$ cat src/rtl/note_key_scanner.sv
// Piano key front end: synchronizes and debounces 8 raw keys, then encodes the
// committed key vector into a 4-bit note code with a change strobe and chord flag.
module note_key_scanner #(
  parameter int unsigned DEBOUNCE_CYCLES = 500000,
  parameter int unsigned CNT_W           = 19
) (
  input  logic       CLK,
  input  logic       RESET,
  input  logic [7:0] KEYS,
  output logic [3:0] NOTE,
  output logic       NOTE_STROBE,
  output logic       CHORD
);

  localparam int unsigned KEY_W  = 8;
  localparam int unsigned NOTE_W = 4;
  localparam logic [CNT_W-1:0] CNT_LAST = CNT_W'(DEBOUNCE_CYCLES - 1);

  typedef enum logic [1:0] {
    IDLE   = 2'd0,
    COUNT  = 2'd1,
    COMMIT = 2'd2
  } state_t;

  state_t             state;
  logic [KEY_W-1:0]   sync_meta;
  logic [KEY_W-1:0]   key_sync;
  logic [KEY_W-1:0]   key_cand;
  logic [CNT_W-1:0]   cnt;
  logic [NOTE_W-1:0]  enc_note_c;
  logic               enc_chord_c;
  logic [NOTE_W-1:0]  ones_c;

  // Two-flop synchronizer; KEYS is asynchronous to CLK.
  always_ff @(posedge CLK or negedge RESET) begin
    if (!RESET) begin
      sync_meta <= '0;
      key_sync  <= '0;
    end else begin
      sync_meta <= KEYS;
      key_sync  <= sync_meta;
    end
  end

  // Encode the candidate vector; chords never yield a note.
  always_comb begin
    enc_note_c  = '0;
    enc_chord_c = 1'b0;
    ones_c      = NOTE_W'($countones(key_cand));
    if (ones_c >= NOTE_W'(2)) begin
      enc_chord_c = 1'b1;
    end else if (ones_c == NOTE_W'(1)) begin
      for (int i = 0; i < int'(KEY_W); i++) begin
        if (key_cand[i]) enc_note_c = NOTE_W'(i + 1);
      end
    end
  end

  // Debounce FSM; NOTE/CHORD hold the committed vector's encoding.
  always_ff @(posedge CLK or negedge RESET) begin
    if (!RESET) begin
      state       <= IDLE;
      key_cand    <= '0;
      cnt         <= '0;
      NOTE        <= '0;
      NOTE_STROBE <= 1'b0;
      CHORD       <= 1'b0;
    end else begin
      NOTE_STROBE <= 1'b0;
      unique case (state)
        IDLE: begin
          if (key_sync != key_cand) begin
            key_cand <= key_sync;
            cnt      <= '0;
            state    <= COUNT;
          end
        end
        COUNT: begin
          if (key_sync != key_cand) begin
            key_cand <= key_sync;
            cnt      <= '0;
          end else if (cnt != CNT_LAST) begin
            cnt <= cnt + CNT_W'(1);
          end else begin
            state <= COMMIT;
          end
        end
        COMMIT: begin
          NOTE        <= enc_note_c;
          CHORD       <= enc_chord_c;
          NOTE_STROBE <= (enc_note_c != NOTE);
          state       <= IDLE;
        end
        default: state <= IDLE;
      endcase
    end
  end

endmodule

$ cat config.mk
export PLATFORM = sky130hd
export DESIGN_NAME = note_key_scanner
export DESIGN_NICKNAME = d
export VERILOG_FILES = /design/src/rtl/note_key_scanner.sv
export SDC_FILE = /design/constraint.sdc
export NUM_CORES = 1
export LEC_CHECK = 0
export ABC_AREA = 1
export CORE_MARGIN = 4
export CORE_UTILIZATION = 45
export CTS_CLUSTER_DIAMETER = 60
export DETAILED_ROUTE_END_ITERATION = 12
export PLACE_DENSITY_LB_ADDON = 0.12
export SYNTH_ARGS = -nofsm -noshare
export SYNTH_HDL_FRONTEND = slang
export SYNTH_SLANG_ARGS = --single-unit
export TNS_END_PERCENT = 1
$ cat constraint.sdc
create_clock -name CLK -period 4.4 [get_ports CLK]
set_input_delay 0.88 -clock CLK [delete_from_list [all_inputs] [get_ports CLK]]
set_output_delay 0.88 -clock CLK [all_outputs]
set_load 0.02 [all_outputs]
==> results.yml <==
outcome:
  status: "complete, no violations"
timing:
  relSlewSlack: 0.581
  rsz0062_at_grt: "no"
  clock_skew_ns: 0.00673
  whs_ns: 0.355
  fin_crit_ns: 3.54
  setup_tns_ns: 0
  tightest_slew_ns: 0.628
  setup_viol: 0
  layout_worst_path_cycle_share: 0.805
  fmax_mhz: 282
  final-hold-violation-count: 0
  slew_violations: 0
detailed_routing:
  routed_via_density: 4.98
  routed_wl_mm: 5.46
  drtIter0Drc: 204
  ant_nets: 0
  vias: 2168
  wl_per_cell_microns: 12.5
  drc: 0
  first_pass_iters: 4
global_route:
  grt_pass1_vias: 2027
  antenna_found_initial: 0
  grt_pass1_wl_mm: 9.63
  grt_max_degree: 52
  track_usage: 0.163
  overflow: 0
floorplan:
  placementRows: 28
  start_util: 0.467
  dieArea_sq_um: 7540
  die_h_microns: 86.8
  top_level_ports: 16
  die_w_microns: 86.8
  core_sq_um: 5990
clock_network:
  cts_buffer_depth: 2
  cts.reportedPaths.clkPinSlew_ns: 0.10
  clock_sinks: 51
  clock_latency_ns: 0.31
  cts_tree: "done"
  cts_resized: 0
  numCtsBuffers: 5
  clockRootBuffer: "clkbuf_8"
  postCtsSetupRepairBufs: 0
  htree_levels: 2
  cts_hold_buffers: 0
placed_design:
  port_buffers: 15
  place_area_sq_um: 2980
  dp_cells: 427
  dp_hpwl_mm: 3.98
  gp_congestion: 0.872
setup_path:
  crit_type: "flip-flop to flip-flop"
  crit_arrival_ns: 3.75
  critPathMaxFanout: 4
  critPathCaptureType: "flip-flop"
  worstPathRequired_ns: 4.61
  setup.worst_path.start_class: "flip-flop"
synth:
  yosysWarnings: 0
  synth_cell_type_count: 29
  netlist_instances: 342
  ys_seq_area_frac: 0.456
  syn_area_per_cell_sq_um: 8.18
  syn_area_sq_um: 2800
  synth.net_count: 361
  ys_ff_latch: 51
cells_and_area:
  layout-drive-gt1-share: 0.111
  final_cells: 435
  fin_area_sq_um: 3090
  diodes: 0
  syn_to_final_growth_pct: 10.3
  fillerInstances: 581
  nets: 378
power:
  p_leak_uw: 0.00136
  ir_worst_vdd_mv: 0.195
  powerDensity_nw_per_um2: 293
hold_path:
  hp-class: "flip-flop to flip-flop"
flow_run:
  maxCapViolCount: 0
routing by layer:
layer | vias up | track usage | part of all wire
met2 | 50 | 0.244 | 0.42
met4 | 0 | 0.0467 | 0.012
met5 | - | 0 | 0
met3 | 5 | 0.0285 | 0.049
met1 | 1002 | 0.240 | 0.52
li1 | 1111 | - | -
registers in the layout (all words and copies together), names as in the netlist:
name	cells
CHORD	1
key_sync	8
state	2
key_cand	8
NOTE	4
NOTE_STROBE	1
sync_meta	8
cnt	19
cell families after synthesis:
| family | count (synthesis) | share of synthesized area |
|---|---|---|
| buffers and inverters | 56 | 0.0895 |
| AO/OA/AOI/OAI | 36 | 0.0819 |
| XOR/XNOR | 11 | 0.0345 |
| adder cells (fa/ha/maj) | 9 | 0.0510 |
| AND/OR/NAND/NOR | 179 | 0.287 |
| flip-flops | 51 | 0.456 |
synthesized netlist by cell type, drive strengths merged:
cell | instances | share of area
a21oi | 7 | 0.014
a31oi | 1 | 0.0022
buf | 5 | 0.017
clkbuf | 1 | 0.0049
dfrtp | 51 | 0.46
fa | 4 | 0.029
ha | 5 | 0.022
inv | 50 | 0.068
nand2 | 96 | 0.14
nand3 | 21 | 0.045
nand4 | 15 | 0.034
nor2 | 40 | 0.057
nor3 | 7 | 0.013
o21ai | 27 | 0.063
o21bai | 1 | 0.0027
xnor2 | 4 | 0.013
xor2 | 7 | 0.022
final timing paths:
check                           slack (ns)          from  depth (start not counted)           to
worst max register to register        0.86   key_cand[0]                         18  NOTE_STROBE
max in group asynchronous             3.32         RESET                          2  key_sync[3]
worst max-delay path                  0.86   key_cand[0]                         18  NOTE_STROBE
worst min register to register        0.35  sync_meta[2]                          0  key_sync[2]
worst min-delay path                  0.35  sync_meta[2]                          0  key_sync[2]
min in group asynchronous             0.66         RESET                          2      NOTE[0]
cells in the final DEF, fill, tap and decap left out, types with 5 or more instances in the layout:
cell type	count
clkbuf_8	5
nand2_1	89
nand2_2	5
o21ai_0	15
clkdlybuf4s50_1	14
inv_1	45
nand3_1	17
o21ai_2	11
ha_1	5
a21oi_1	6
dfrtp_1	51
nor2_1	38
nor3_1	7
nand4_1	15
xor2_1	7
final cells by class:
cell class / count / area, sq um / area share
Inverter: 50 / 190 / 0.0616
Tap cell: 75 / 93.8 / 0.0304
Clock inverter: 3 / 33.8 / 0.0109
Sequential cell: 51 / 1280 / 0.414
Clock buffer: 5 / 68.8 / 0.0223
Multi-Input combinational cell: 235 / 1270 / 0.412
Timing Repair Buffer: 16 / 153 / 0.0495
power breakdown:
part           total (uW)  internal, uW  switching, uW
logic                 116          46.3           69.9
clock network         299           121            178
registers             489           480           8.99
total                 904           647            257
metrics by stage:
stage | power [uW] | util | setup WS (ns)
after detailed placement | 616 | 0.498 | 0.850
after global placement | 611 | 0.498 | 0.965
after global routing | 966 | 0.515 | 0.504
after floorplan | 581 | - | 1.07
final | 904 | 0.515 | 0.859
after CTS | 919 | 0.515 | 0.847
worst max-delay path: stages, from the launching register on:
cell and delay [ns]:
dfrtp_1 0.40, inv_1 0.09, fa_1 0.56, fa_1 0.43
fa_1 0.43, inv_1 0.06, ha_1 0.15, inv_1 0.05
fa_1 0.38, nand2_1 0.07, nand2_1 0.05, nor2_1 0.22
nand2_1 0.10, nor2_1 0.13, nand2_1 0.08, nand2_1 0.06
nand3_1 0.06, nor2_1 0.08, nor2_1 0.04
(Power assumes the default switching activity.)
